### src/rtl/uart_pkg.sv
// rtl/uart_pkg.sv - shared constants and state encoding for the UART frame decoder
package uart_pkg;

  localparam int         DEF_DATA_WIDTH = 8;
  localparam logic [7:0] DEF_SOF_BYTE   = 8'hA5;

  typedef enum logic [1:0] {
    HUNT    = 2'd0,
    LEN     = 2'd1,
    PAYLOAD = 2'd2,
    CHK     = 2'd3
  } state_t;

  localparam logic [1:0] ERR_NONE = 2'b00;
  localparam logic [1:0] ERR_LEN  = 2'b01;
  localparam logic [1:0] ERR_CHK  = 2'b10;
  localparam logic [1:0] ERR_TMO  = 2'b11;

endpackage

### src/rtl/uart_gap_timer.sv
// rtl/uart_gap_timer.sv - inter-byte gap counter, pulses expire after TIMEOUT_CYC idle cycles
module uart_gap_timer
  import uart_pkg::*;
#(
  parameter int TIMEOUT_CYC = 100000
) (
  input  logic clk,
  input  logic rst,
  input  logic run,
  input  logic clear,
  output logic expire
);

  localparam int W = (TIMEOUT_CYC > 1) ? $clog2(TIMEOUT_CYC) : 1;
  localparam logic [W-1:0] LAST = W'(TIMEOUT_CYC - 1);

  logic [W-1:0] cnt;

  assign expire = run && !clear && (cnt == LAST);

  always_ff @(posedge clk or posedge rst) begin
    if (rst) begin
      cnt <= '0;
    end else if (!run || clear || expire) begin
      cnt <= '0;
    end else begin
      cnt <= cnt + 1'b1;
    end
  end

endmodule

### src/rtl/uart_frame_decoder.sv
// rtl/uart_frame_decoder.sv - parses SOF/LEN/payload/CHK frames from the RX FIFO
// and streams the payload over valid/ready with a per-packet verdict pulse.
module uart_frame_decoder
  import uart_pkg::*;
#(
  parameter int                    DATA_WIDTH  = DEF_DATA_WIDTH,
  parameter int                    MAX_LEN     = 64,
  parameter logic [DATA_WIDTH-1:0] SOF_BYTE    = DATA_WIDTH'(DEF_SOF_BYTE),
  parameter int                    TIMEOUT_CYC = 100000
) (
  input  logic                  UCLK,
  input  logic                  reset,
  input  logic [DATA_WIDTH-1:0] R_data,
  input  logic                  rx_empty,
  output logic                  rd_uart,
  output logic [DATA_WIDTH-1:0] pl_data,
  output logic                  pl_valid,
  input  logic                  pl_ready,
  output logic                  pl_last,
  output logic                  pkt_ok,
  output logic                  pkt_err,
  output logic [1:0]            err_code
);

  localparam logic [DATA_WIDTH-1:0] MAX_LEN_W = DATA_WIDTH'(MAX_LEN);
  localparam logic [DATA_WIDTH-1:0] ONE       = DATA_WIDTH'(1);

  state_t                state, state_nx;
  logic [DATA_WIDTH-1:0] cnt, sum;
  logic                  len_bad, expire;

  assign len_bad = (R_data == '0) || (R_data > MAX_LEN_W);

  // Any visible FIFO byte restarts the gap count, so a stalled client never times out.
  uart_gap_timer #(.TIMEOUT_CYC(TIMEOUT_CYC)) u_gap (
    .clk    (UCLK),
    .rst    (reset),
    .run    (state != HUNT),
    .clear  (!rx_empty),
    .expire (expire)
  );

  always_ff @(posedge UCLK or posedge reset) begin
    if (reset) state <= HUNT;
    else       state <= state_nx;
  end

  always_comb begin
    state_nx = state;
    case (state)
      HUNT:    if (rd_uart && R_data == SOF_BYTE) state_nx = LEN;
      LEN:     if (rd_uart)                       state_nx = len_bad ? HUNT : PAYLOAD;
               else if (expire)                   state_nx = HUNT;
      PAYLOAD: if (rd_uart && cnt == ONE)         state_nx = CHK;
               else if (expire)                   state_nx = HUNT;
      CHK:     if (rd_uart || expire)             state_nx = HUNT;
      default:                                    state_nx = HUNT;
    endcase
  end

  always_comb begin
    rd_uart = 1'b0;
    if (!reset) begin
      case (state)
        PAYLOAD: rd_uart = !rx_empty && (!pl_valid || pl_ready);
        default: rd_uart = !rx_empty;
      endcase
    end
  end

  always_ff @(posedge UCLK or posedge reset) begin
    if (reset) begin
      pl_data  <= '0;
      pl_valid <= 1'b0;
      pl_last  <= 1'b0;
      pkt_ok   <= 1'b0;
      pkt_err  <= 1'b0;
      err_code <= ERR_NONE;
      cnt      <= '0;
      sum      <= '0;
    end else begin
      pkt_ok   <= 1'b0;
      pkt_err  <= 1'b0;
      err_code <= ERR_NONE;
      if (pl_valid && pl_ready) begin
        pl_valid <= 1'b0;
        pl_last  <= 1'b0;
      end
      case (state)
        LEN: if (rd_uart) begin
          sum <= R_data;
          cnt <= R_data;
          if (len_bad) begin
            pkt_err  <= 1'b1;
            err_code <= ERR_LEN;
          end
        end
        PAYLOAD: if (rd_uart) begin
          pl_data  <= R_data;
          pl_valid <= 1'b1;
          pl_last  <= (cnt == ONE);
          sum      <= sum + R_data;
          cnt      <= cnt - ONE;
        end
        CHK: if (rd_uart) begin
          if (R_data == sum) begin
            pkt_ok <= 1'b1;
          end else begin
            pkt_err  <= 1'b1;
            err_code <= ERR_CHK;
          end
        end
        default: ;
      endcase
      // Expiry only happens with the FIFO empty, so it never coincides with a pop.
      if (expire) begin
        pkt_err  <= 1'b1;
        err_code <= ERR_TMO;
      end
    end
  end

endmodule

### config.mk
export PLATFORM = sky130hd
export DESIGN_NAME = uart_frame_decoder
export DESIGN_NICKNAME = d
export VERILOG_FILES = /design/src/rtl/uart_pkg.sv /design/src/rtl/uart_gap_timer.sv /design/src/rtl/uart_frame_decoder.sv
export SDC_FILE = /design/constraint.sdc
export NUM_CORES = 1
export LEC_CHECK = 0
export BUFFER_PORTS_ARGS = -buffer_cell sky130_fd_sc_hd__buf_2
export CAP_MARGIN = 10
export CORE_UTILIZATION = 59
export DETAILED_ROUTE_END_ITERATION = 8
export GPL_TIMING_DRIVEN = 0
export PLACE_DENSITY_LB_ADDON = 0.05
export SYNTH_ARGS = -nofsm -noshare
export SYNTH_HDL_FRONTEND = slang
export SYNTH_HIERARCHICAL = 1
export SYNTH_SLANG_ARGS = --single-unit
### constraint.sdc
create_clock -name UCLK -period 2.5 [get_ports UCLK]
set_input_delay 0.25 -clock UCLK [delete_from_list [all_inputs] [get_ports UCLK]]
set_output_delay 0.25 -clock UCLK [all_outputs]
set_load 0.1 [all_outputs]
**Yosys cells after proc, flatten, opt, wreduce, memory -nomap -nowiden**

Index checks and enable logic that the tools add are counted.

- Flip-flop bits (word level): 49
- Input port bits: 12
- Logic and storage cells: 82

- Add/sub/neg operators: 3
- Order comparisons: 1
- Reductions and logical operators: 21
- Eq/ne operators: 11
- Multiplexer cells: 36

Operators by type and width:

| kind | count |
|---|---|
| 8-bit case mux with 2 select lines | 2 |
| 8-bit 2-to-1 mux | 3 |
| 1-bit 2-to-1 mux | 18 |
| 2-bit 2-to-1 mux | 9 |
| 17-bit by 1-bit adder with 17-bit output (second input constant) | 1 |
| 17-bit equality test (second input constant) | 1 |
| 17-bit 2-to-1 mux | 1 |
| 8-bit adder | 1 |
| 8-bit by 1-bit equality test with 1-bit output (second input constant) | 1 |
| 8-bit equality test | 1 |
| 8-bit equality test (second input constant) | 1 |
| 8-bit by 7-bit > comparator with 1-bit output (second input constant) | 1 |
| 8-bit logical NOT | 1 |
| 2-bit inequality test (second input constant) | 4 |
| 2-bit case mux with 4 select lines | 1 |
| 8-bit by 1-bit subtractor with 8-bit output (second input constant) | 1 |
| 1-bit logical AND | 6 |
| 1-bit logical OR | 5 |
| 2-bit equality test (second input constant) | 2 |
| 2-bit case mux with 2 select lines | 1 |
| 2-bit AND reduction | 2 |
| 2-bit nonzero test | 2 |
| 1-bit logical NOT | 3 |
| 3-bit AND reduction | 1 |
| other kinds (3) | 3 |

**Depth between registers and ports, before layout**

Gate-level depths: netlist of the first run.

- Depth in word-level cells: 8
- Depth in mapped cells: 9
- Depth with buffers taken out: 9

**Hierarchy**

The synthesis of the first run kept the hierarchy.

Modules (own cells, without submodules):

| module | area an instance (sq um) | times used | cells each |
|---|---|---|---|
| uart_frame_decoder | 1871.8 | 1 | 208 |
| uart_gap_timer | 877.1 | 1 | 89 |

**Worst setup path before layout of the first run**

Ideal clock, no wire load.

- Path type: flip-flop to flip-flop
- From: register pl_valid
- To: register state[1]
- Library setup time: 122 ps
- Arrival time: 2274 ps
- Setup slack: 104 ps
- Required time: 2378 ps
- Stages on the path, launching flop included: 7
- Cells stage by stage: dfrtp_1 nand2b_1 o21ai_1 inv_1 o21ai_1 a22oi_1 nand2_1

- Cells in the longest elaborated chain, start to end: 8
- Elaborated cells on any way between the ends: 14
- Classes of those cells: eq/ne: 2; mux: 5; reduce/logical: 7

RTL lines:

| item | RTL line | RTL |
|---|---|---|
| from (decl) | uart_frame_decoder.sv:17 | `output logic pl_valid,` |
| from (signal assigned) | uart_frame_decoder.sv:74 | `pl_valid <= 1'b0;` |
| from (signal assigned) | uart_frame_decoder.sv:86 | `pl_valid <= 1'b0;` |
| from (signal assigned) | uart_frame_decoder.sv:100 | `pl_valid <= 1'b1;` |
| 1-bit logical NOT * | uart_frame_decoder.sv:65 | `PAYLOAD: rd_uart = !rx_empty && (!pl_valid \|\| pl_ready);` |
| 1-bit logical OR * | uart_frame_decoder.sv:65 |  |
| 1-bit logical AND * | uart_frame_decoder.sv:65 |  |
| 1-bit 2-to-1 mux * | uart_frame_decoder.sv:64 | `case (state)` |
| 1-bit 2-to-1 mux * | uart_frame_decoder.sv:63 | `if (!reset) begin` |
| via rd_uart | uart_frame_decoder.sv:15 | `output logic rd_uart,` |
| 1-bit logical AND, or another cell as far along | uart_frame_decoder.sv:54 | `PAYLOAD: if (rd_uart && cnt == ONE) state_nx = CHK;` |
| 2-bit 2-to-1 mux / 2-bit inequality test (equally long branches) | n/a |  |
| 2-bit case mux with 4 select lines / 2-bit AND reduction (equally long branches) | n/a |  |
| to (signal assigned) | uart_frame_decoder.sv:45 | `else state <= state_nx;` |
| to (decl) | uart_frame_decoder.sv:28 | `state_t state, state_nx;` |

Mark *: on every way through the listed nets, which the timed path passes. The rest lies on a longest branch.
A chain may end at the register's enable or synchronous reset.

**Worst setup path in the final report of the first run**

- From: register u_gap.cnt[13]
- To: register state[1]

- Cells in the longest elaborated chain, start to end: 5
- Elaborated cells on any way between the ends: 9
- Classes of those cells: eq/ne: 2; mux: 4; reduce/logical: 3

RTL lines:

| item | RTL line | RTL |
|---|---|---|
| from (decl) | uart_gap_timer.sv:17 | `logic [W-1:0] cnt;` |
| from (signal assigned) | uart_gap_timer.sv:27 | `cnt <= cnt + 1'b1;` |
| 17-bit equality test * | uart_gap_timer.sv:19 | `assign expire = run && !clear && (cnt == LAST);` |
| 1-bit logical AND * | uart_gap_timer.sv:19 |  |
| via expire | uart_frame_decoder.sv:30 | `logic len_bad, expire;` |
| 2-bit 2-to-1 mux / 1-bit logical OR (equally long branches) | n/a |  |
| 2-bit 2-to-1 mux, or another cell as far along | n/a |  |
| 2-bit case mux with 4 select lines / 2-bit AND reduction (equally long branches) | n/a |  |

Marks and branches as above.

==> results.md, run 1 <==
- Vias: 2,300
- Residual DRC: 0
- Critical path depth: 6
- Power per Cell Area: 1120 nW/um^2
- Die Span X: 70.3 um
- EDFF count, synth: 0
- Die height: 70.3 um
- Clk Latency, worst-skew pair: 0.31 ns
- Asr flop ratio synth: 100%
- First-pass GRT wire length: 10,700 um
- Port buffer count: 25
- YS warnings: 6
- Setup TNS: 0 ns
- Worst slack, placed: -0.0615 ns
- Yosys reg bits: 49
- Synth unique cells: 53
- Worst setup path category: reg2reg
- GP Congestion: 0.889
- Final Skew: 0.00832 ns
- Number of antenna violations at the first check in global routing: 0
- Max stage delay on crit path: 0.56 ns
- Hold Slack: 0.211 ns
- Final hold vios: 0
- Fin cells: 384
- Vias/cell: 5.99
- Num CTS Buffers: 5
- Die Area: 4940 um^2
- Hold depth: 3
- Gate Count Post-Synth: 297
- Cell with the most instances after synthesis: dfrtp_1
- RSZ-0062 raised after global routing: false
- Fraction of layout instances using a drive strength above 1: 15.4%
- Placed cell areas: 2940 um^2
- H-tree Lvls: 2
- HPWL Detailed: 4440 um
- CTS root buffer: clkbuf_8
- HP Class: in2reg
- Area Growth Syn to Fin: 13.5%
- Syn Nets: 320
- Worst reg-to-reg path cell count: 6
- Tot Pwr: 3.50 mW
- Final antenna diode count: 0
- Post-synth top flop: dfrtp_1
- CTS tree: yes
- Grt ovf: 0
- Share of the synthesized area in the top cell type: 44.6%
- Req. time, crit path: 2.70 ns
- Sequential area share after synthesis: 44.6%
- Worst Tran Pin Value: 0.632 ns
- Setup WS post-layout: 0.261 ns
- Pins Over Slew Limit: 0
- DP Cell Count: 374
- Clock Path Buffers: 2
- GRT Total Usage: 27.7%
- Top post-synthesis cells by area: dfrtp_1 (45%), nand2_1 (5.5%), ha_1 (4.6%)
- Synth cell count leaders: dfrtp_1 (49), nand2_1 (40), nor2_1 (28)
- Slew HR: 57.8%
- Slowest cell on crit path: or4_4
- Worst-path fanout max: 5
- Nets: 354
- FP Rows: 24
- Crit-path leading delay family: simple AND/OR/NAND/NOR gates
- Minimum clock period: 2.24 ns
- Startpoint Class: flop
- Syn_area_per_cell: 9.26 um^2
- 1st-iter DRT viols: 182
- Maxcap violations: 0
- Arrival time at the worst endpoint: 2.44 ns
- Final setup violating endpoints: 0
- Finished layout cell area: 3120 um^2
- Crit path capture type: flop
- Initial Utilization: 62.3%
- LEAKAGE: 1.43 nW
- Post-Route WL: 6140 um
- IO Pins: 27
- Final ANT Viol Nets: 0
- Clock Sinks: 49
- Worst-case vdd ir drop: 0.823 mV
- DR pass1 iterations: 4
- Pin count of the biggest net entering global routing: 34
- Crit-path cells: or4b_1 > or4_4 > nor3b_2 > a21oi_1 > a22oi_1 > nand2_1
- Outcome: finished clean
- Number of global-route vias before repair: 2,244
- Final Util: 70.7%
- Detailed-route wire length per cell: 16.0 um
- Final worst-path cycle share: 89.6%
- Most area-hungry cell type in the Yosys netlist: dfrtp_1
- Synthesized area: 2750 um^2
- Clock transition at path regs: 0.09 ns
- Fmax: 447 MHz
- Postcts setup bufs: 0
- WP buf/inv: 0
- Core ar.: 4410 um^2
==> repair_timing <==
item / 4_1_cts / 5_1_grt
endpoints found under the setup margin: 0 / 1
hold endpoints to repair: 0 / 12
hold buffers: 0 / 1
gates resized for setup: 0 / 1
==> path summary, 6_finish.rpt <==
| kind | from | to | slack [ns] |
|---|---|---|---|
| max | u_gap/cnt[13]$_DFF_PP0_ | state[1]$_DFFE_PP0P_ | 0.26 |
| min | R_data[2] | pl_data[2]$_DFFE_PP0P_ | 0.21 |
| max reg2reg | u_gap/cnt[13]$_DFF_PP0_ | state[1]$_DFFE_PP0P_ | 0.26 |
| min reg2reg | pl_data[4]$_DFFE_PP0P_ | pl_data[4]$_DFFE_PP0P_ | 0.48 |
| max in group asynchronous | reset | u_gap/cnt[5]$_DFF_PP0_ | 1.51 |
| min in group asynchronous | reset | err_code[1]$_DFF_PP0_ | 0.49 |
==> layout by cell type (no fill, tap or decap), types with 2 or more instances in the layout <==
cell type,instances
clkbuf_8,5
o21bai_1,2
or4_1,2
or3_1,9
nand2_1,40
nor4_1,6
xnor2_1,10
ha_1,10
mux2i_1,3
o21ai_0,6
nand3_1,10
nand2b_1,5
clkbuf_1,4
nor2_1,28
nand4_1,5
o22ai_1,4
nor3_1,9
or4b_1,2
nor2b_1,2
or2_1,2
and3_1,2
xor2_1,8
o21ai_1,13
buf_2,28
a211oi_1,2
nand3b_1,2
a221o_1,3
a22oi_1,2
bufinv_16,2
dfrtp_1,49
a31oi_1,2
inv_1,11
a21oi_1,14
a21o_1,3
buf_4,3
==> logic make-up (layout without fill, tap and decap cells) <==
kind of cell    count (synthesis)  count (layout)  share of synthesized area, %
xor+xnor                       18              18                          5.74
compound gates                 60              60                          14.1
simple gates                  132             132                          24.7
fa+ha+maj                      11              11                          5.28
flops                          49              49                          44.6
buf+inv                        24              59                          4.51
mux                             3               3                          1.09
==> worst reg2reg max path: cells and delay by family (launching register included) <==
family / cells / cell delay [ns]
AND/OR/NAND/NOR: 4 / 1.46
flip-flops: 1 / 0.44
AO/OA/AOI/OAI: 2 / 0.23
==> layout make-up <==
class	count	area (um^2)
Sequential cell	49	1230
Timing Repair Buffer	27	163
Fill cell	339	1290
Clock inverter	3	68.8
Clock buffer	5	68.8
Buffer	12	78.8
Multi-Input combinational cell	224	1400
Inverter	12	45.0
Tap cell	52	65.1
==> per-layer routing <==
layer,GRT usage (%),part of all wire (%)
met5,0,0
met4,8.00,1.4
met3,6.35,7.3
met2,40.6,45
met1,41.1,47
==> registers in the layout (all words and copies together), names as in the netlist <==
name       cells
pl_data        8
sum            8
u_gap/cnt     17
pl_valid       1
err_code       2
pl_last        1
state          2
pkt_ok         1
cnt            8
pkt_err        1
==> power breakdown <==
group	switching, mW	internal (mW)
Combinational	1.14	0.525
Clock	0.276	0.403
Sequential	0.157	0.998
Total	1.58	1.93
(Power assumes the default switching activity.)
==> run 2, diff against run 1 <==
--- a/config.mk
+++ b/config.mk
@@ -7,9 +7,9 @@
 export LEC_CHECK = 0
 export BUFFER_PORTS_ARGS = -buffer_cell sky130_fd_sc_hd__buf_2
 export CAP_MARGIN = 10
-export CORE_UTILIZATION = 59
+export CORE_UTILIZATION = 51
 export DETAILED_ROUTE_END_ITERATION = 8
-export GPL_TIMING_DRIVEN = 0
+export GPL_TIMING_DRIVEN = 1
 export PLACE_DENSITY_LB_ADDON = 0.05
 export SYNTH_ARGS = -nofsm -noshare
 export SYNTH_HDL_FRONTEND = slang
==> run 2 against run 1 <==
Net effect: flip-flop and latch count is the same; die area is 15% higher; clock-buffer cell count increased by 1; worst setup slack got worse by 0.081 ns; clock skew fell by 0.0038 ns; critical endpoint is now state[0]$_DFFE_PP0P_; largest power group unchanged; non-clock buffer count is 7 lower; critical path depth is 1 lower; fmax is 3.5% lower.
==> results.md, run 2 (same netlist as run 1, synthesis figures left out) <==
- Multi-input gate area: 1400 um^2 (-0.36%)
- Vias: 2,305 (+0.22%)
- Die height: 75.4 um (+7.3%)
- Clock Path Buffers: 2 (unchanged)
- RSZ-0062 raised after global routing: false
- Worst-case vdd ir drop: 0.914 mV (+11%)
- Slew HR: 57.6% (-0.26 points)
- Most common cell after layout, fill and taps aside: dfrtp_1
- Power per Cell Area: 1100 nW/um^2 (-1.8%)
- Fraction of layout instances using a drive strength above 1: 14.5% (-0.90 points)
- Area Growth Syn to Fin: 10.7%
- Crit path capture type: flop
- H-tree Lvls: 2 (unchanged)
- HP Class: in2async
- Pin count of the biggest net entering global routing: 33 (-2.9%)
- Number of antenna violations at the first check in global routing: 0 (unchanged)
- CTS tree: yes
- GRT Total Usage: 24.0% (-3.8 points)
- Clock Sinks: 49 (unchanged)
- Final worst-path cycle share: 92.8% (+3.2 points)
- CTS root buffer: clkbuf_8
- Setup TNS: 0 ns (unchanged)
- Startpoint Class: flop
- Port buffer count: 26 (+4.0%)
- Initial Utilization: 53.5% (-8.8 points)
- CTS Hold Bufs: 0 (unchanged)
- Most frequent cells in the layout: dfrtp_1 (49), nand2_1 (40), nor2_1 (28)
- HPWL Detailed: 4500 um (+1.4%)
- Req. time, crit path: 2.68 ns (-0.02 ns)
- LEAKAGE: 1.39 nW (-2.9%)
- Num CTS Buffers: 5 (unchanged)
- Hold Slack: 0.0434 ns (-0.167 ns)
- GP Congestion: 0.861 (-3.2%)
- Final antenna diode count: 0 (unchanged)
- Detailed-route wire length per cell: 15.6 um (-2.5%)
- Number of global-route vias before repair: 2,050 (-8.6%)
- FP Rows: 26 (+8.3%)
- Minimum clock period: 2.32 ns (+0.0808 ns)
- DR pass1 iterations: 4 (unchanged)
- Die Area: 5690 um^2 (+15%)
- Nets: 347 (-2.0%)
- Crit-path leading delay family: simple AND/OR/NAND/NOR gates
- Reg with most FFs: u_gap/cnt
- First-pass GRT wire length: 10,000 um (-5.8%)
- Final Skew: 0.00451 ns (-0.00381 ns)
- Final hold vios: 0 (unchanged)
- Pins Over Slew Limit: 0 (unchanged)
- Max reg flops: 17 (unchanged)
- Post-Route WL: 6160 um (+0.31%)
- IO Pins: 27 (unchanged)
- Worst Tran Pin Value: 0.636 ns (+0.00388 ns)
- Final ANT Viol Nets: 0 (unchanged)
- Reg area: 1230 um^2 (unchanged)
- Core ar.: 5140 um^2 (+16%)
- Crit-path cells: or4b_1 > or4_4 > nor3b_1 > nand3b_1 > o311ai_1
- Final setup violating endpoints: 0 (unchanged)
- Grt ovf: 0 (unchanged)
- Worst-path fanout max: 5 (unchanged)
- Outcome: finished clean
- Arrival time at the worst endpoint: 2.50 ns (+0.06 ns)
- Fill cells: 499 (+47%)
- Postcts setup bufs: 0 (unchanged)
- 1st-iter DRT viols: 169 (-7.1%)
- Die Span X: 75.4 um (+7.3%)
- Clock transition at path regs: 0.09 ns (about the same)
- Maxcap violations: 0 (unchanged)
- CTS resizes: 0 (unchanged)
- Residual DRC: 0 (unchanged)
- Worst setup path category: reg2reg
- Slowest cell on crit path: or4_4
- Max stage delay on crit path: 0.57 ns (about the same)
- Clk Latency, worst-skew pair: 0.31 ns (about the same)
- WP buf/inv: 0 (unchanged)
- Fmax: 431 MHz (-3.5%)
- Vias/cell: 5.84 (-2.6%)
## run 2: layer usage
metal	vias to the layer above	track usage, %	wire (um)
li1	1107	-	-
met1	1119	36.9	3120
met2	67	33.3	2630
met3	12	4.63	269
met4	0	8.64	138
met5	-	0	0
## run 2: area by class of cell
cell class | count | area share (%)
Inverter | 12 | 1.48
Sequential cell | 49 | 40.3
Clock buffer | 6 | 2.38
Clock inverter | 2 | 1.27
Timing Repair Buffer | 32 | 5.75
Multi-Input combinational cell | 224 | 46.0
Tap cell | 70 | 2.88
## run 2: where the power goes
part	total [mW]	internal [mW]	switching, mW
clock network	0.570	0.300	0.270
logic	1.64	0.493	1.14
registers	1.15	0.998	0.153
## run 2: path summary, 6_finish.rpt
kind	from	endpoint	slack, ns	cells past startpoint
setup / recovery	u_gap/cnt[8]$_DFF_PP0_	state[0]$_DFFE_PP0P_	0.18	5
hold / removal	reset	u_gap/cnt[12]$_DFF_PP0_	0.04	2
setup reg to reg	u_gap/cnt[8]$_DFF_PP0_	state[0]$_DFFE_PP0P_	0.18	5
hold reg to reg	pl_data[2]$_DFFE_PP0P_	pl_data[2]$_DFFE_PP0P_	0.48	2
max in group asynchronous	reset	u_gap/cnt[14]$_DFF_PP0_	2.05	2
min in group UCLK	R_data[4]	pl_data[4]$_DFFE_PP0P_	0.20	3
## run 2: stage by stage
| stage | area, um^2 | std cells | worst slack (ns) | util [%] | total power [mW] |
|---|---|---|---|---|---|
| after floorplan | 2750 | 297 | 0.104 | - | 2.51 |
| after global placement | 2930 | 387 | 0.189 | 57.1 | 2.77 |
| after detailed placement | 2930 | 387 | 0.200 | 57.1 | 2.79 |
| after CTS | 3040 | 395 | 0.175 | 59.2 | 3.37 |
| after global routing | 3040 | 395 | 0.0452 | 59.2 | 3.55 |
| final | 3040 | 395 | 0.180 | 59.2 | 3.36 |
==> run 3, diff against run 2 <==
--- a/config.mk
+++ b/config.mk
@@ -7,10 +7,12 @@
 export LEC_CHECK = 0
 export BUFFER_PORTS_ARGS = -buffer_cell sky130_fd_sc_hd__buf_2
 export CAP_MARGIN = 10
+export CORE_MARGIN = 5
 export CORE_UTILIZATION = 51
 export DETAILED_ROUTE_END_ITERATION = 8
 export GPL_TIMING_DRIVEN = 1
 export PLACE_DENSITY_LB_ADDON = 0.05
+export RECOVER_POWER = 25
 export SYNTH_ARGS = -nofsm -noshare
 export SYNTH_HDL_FRONTEND = slang
 export SYNTH_HIERARCHICAL = 1
==> run 3 against run 2 <==
Net effect: the run now ends with capacitance limit, slew limit left; first-iteration DRC count grew 50%; clock skew is 0.0038 ns higher; register-to-register slack gained 0.098 ns; flip-flop and latch count stayed put; fmax increased by 4.4%; final cell count shrank 0.25%; worst setup slack gained 0.098 ns; combinational power about the same; critical path depth up 1; sequential power is essentially flat; critical endpoint is now state[1]$_DFFE_PP0P_; highest routed layer unchanged.
==> results.md, run 3 (same netlist as run 1, synthesis figures left out) <==
- Nets: 346 (-0.29%)
- Final antenna diode count: 0 (unchanged)
- Final ANT Viol Nets: 0 (unchanged)
- Crit path capture type: flop
- Final Util: 58.7% (-0.49 points)
- Slowest cell on crit path: or4_4
- Reg with most FFs: u_gap/cnt
- LEAKAGE: 1.38 nW (-0.57%)
- Pin count of the biggest net entering global routing: 33 (unchanged)
- Max stage delay on crit path: 0.58 ns (about the same)
- Vias: 2,199 (-4.6%)
- Area Growth Syn to Fin: 10.5%
- Fin cells: 394 (-0.25%)
- Max reg flops: 17 (unchanged)
- GP Congestion: 0.807 (-6.2%)
- Pins Over Slew Limit: 33 (+33)
- Final worst-path cycle share: 88.9% (-3.9 points)
- Fmax: 450 MHz (+4.4%)
- CTS Hold Bufs: 0 (unchanged)
- Port buffer count: 26 (unchanged)
- Power per Cell Area: 1110 nW/um^2 (+0.36%)
- Fill cells: 484 (-3.0%)
- Arrival time at the worst endpoint: 2.41 ns (-0.09 ns)
- FF-to-FF End: state[1]$_DFFE_PP0P_
- Num CTS Buffers: 5 (unchanged)
- Clock transition at path regs: 0.09 ns (about the same)
- Die Span X: 83.4 um (+11%)
- HPWL Detailed: 4550 um (+1.2%)
- Reg2Reg Launch Point: u_gap/cnt[8]$_DFF_PP0_
- Die Area: 6960 um^2 (+22%)
- Clk Latency, worst-skew pair: 0.31 ns (about the same)
- Most frequent cells in the layout: dfrtp_1 (49), nand2_1 (40), nor2_1 (28)
- Worst reg-to-reg path cell count: 6 (+1)
- IO Pins: 27 (unchanged)
- Setup slack, reg-to-reg: 0.28 ns (+0.10 ns)
- Number of antenna violations at the first check in global routing: 0 (unchanged)
- Worst Tran Pin Value: 1.75 ns (+1.11 ns)
- Clock Path Buffers: 2 (unchanged)
- Detailed-route wire length per cell: 15.7 um (+0.76%)
- Die height: 83.4 um (+11%)
- Placed cell areas: 2930 um^2 (-0.26%)
- Maxcap violations: 1 (+1)
- First-pass GRT wire length: 10,800 um (+7.6%)
- Core ar.: 5170 um^2 (+0.63%)
- HP Class: in2async
- Fraction of layout instances using a drive strength above 1: 14.2% (-0.26 points)
- 1st-iter DRT viols: 253 (+50%)
- DR pass1 iterations: 4 (unchanged)
- Final setup violating endpoints: 0 (unchanged)
- Clock Sinks: 49 (unchanged)
- Worst setup path category: reg2reg
- Finished layout cell area: 3040 um^2 (-0.21%)
- Req. time, crit path: 2.69 ns (about the same)
- CTS root buffer: clkbuf_8
- Number of global-route vias before repair: 2,177 (+6.2%)
- Post-Route WL: 6190 um (+0.50%)
- H-tree Lvls: 2 (unchanged)
- Residual DRC: 0 (unchanged)
- Failing checks: capacitance limit, slew limit
- Outcome: finished, violations left
- Slew HR: -16.6% (-74 points)
- DP Cell Count: 386 (-0.26%)
- FP Rows: 26 (unchanged)
- Startpoint Class: flop
- Minimum clock period: 2.22 ns (-0.0982 ns)
- Setup TNS: 0 ns (unchanged)
- Most common cell after layout, fill and taps aside: dfrtp_1
- Worst-case vdd ir drop: 0.731 mV (-20%)
- Grt ovf: 0 (unchanged)
- Worst-path fanout max: 5 (unchanged)
- CTS tree: yes
- Hold Slack: 0.0661 ns (+0.0227 ns)
- Final hold vios: 0 (unchanged)
- Initial Utilization: 53.1% (-0.34 points)
- GRT Total Usage: 18.9% (-5.1 points)
- Final Skew: 0.00833 ns (+0.00382 ns)
- RSZ-0062 raised after global routing: false
- Crit-path cells: or4b_1 > or4_4 > nor3b_2 > a21oi_1 > a22oi_1 > nand2_1
- Vias/cell: 5.58 (-4.4%)
run 3: cell count changes in the layout (fill, tap and decap cells not counted), sizes merged:
| cell | delta |
|---|---|
| clkbuf | +1 |
| buf | -3 |
| inv | +1 |
run 3: cell type report:
| cell class | instances | area, um^2 | share of cell area [%] |
|---|---|---|---|
| Tap cell | 70 | 87.6 | 2.88 |
| Clock buffer | 5 | 68.8 | 2.27 |
| Timing Repair Buffer | 31 | 163 | 5.35 |
| Sequential cell | 49 | 1230 | 40.4 |
| Multi-Input combinational cell | 224 | 1400 | 46.2 |
| Inverter | 12 | 45.0 | 1.48 |
| Clock inverter | 3 | 43.8 | 1.44 |
run 3: worst max path at each step:
stage | start | end | cells past startpoint
after global routing | u_gap/cnt[8]$_DFF_PP0_ | state[1]$_DFFE_PP0P_ | 6
after detailed placement | u_gap/cnt[8]$_DFF_PP0_ | state[1]$_DFFE_PP0P_ | 6
final | u_gap/cnt[8]$_DFF_PP0_ | state[1]$_DFFE_PP0P_ | 6
after CTS | u_gap/cnt[8]$_DFF_PP0_ | state[1]$_DFFE_PP0P_ | 6
after floorplan | pl_valid$_DFF_PP0_ | state[1]$_DFFE_PP0P_ | 6
after global placement | u_gap/cnt[8]$_DFF_PP0_ | state[1]$_DFFE_PP0P_ | 6
run 3: timing repair:
action,in CTS,in global routing
endpoints found under the setup margin,0,1
resized for setup,0,1
buffers inserted,0,0
run 3: through the flow:
step,setup WS [ns],power [mW]
CTS,0.111,3.38
global route,0.107,3.60
finish,0.278,3.36
floorplan,0.104,2.51
global placement,0.201,2.77
detailed placement,0.129,2.80
run 3: routing by layer:
layer | global-route usage, % | vias to the layer above | share of wire [%]
li1 | - | 1101 | -
met1 | 28.7 | 1038 | 53
met5 | 0 | - | 0
met2 | 27.6 | 54 | 42
met3 | 3.96 | 6 | 4.4
met4 | 4.39 | 0 | 0.89
run 3: worst max-delay path: cells and delay by family (launching register included):
kind | cells | cell delay [ns]
and+or+nand+nor | 4 | 1.45
DFF | 1 | 0.44
AOI/OAI and AO/OA | 2 | 0.22
run 3: power by group:
part	internal [mW]	total [mW]	switching, mW
Sequential	0.998	1.16	0.158
Combinational	0.492	1.63	1.14
Clock	0.300	0.574	0.274
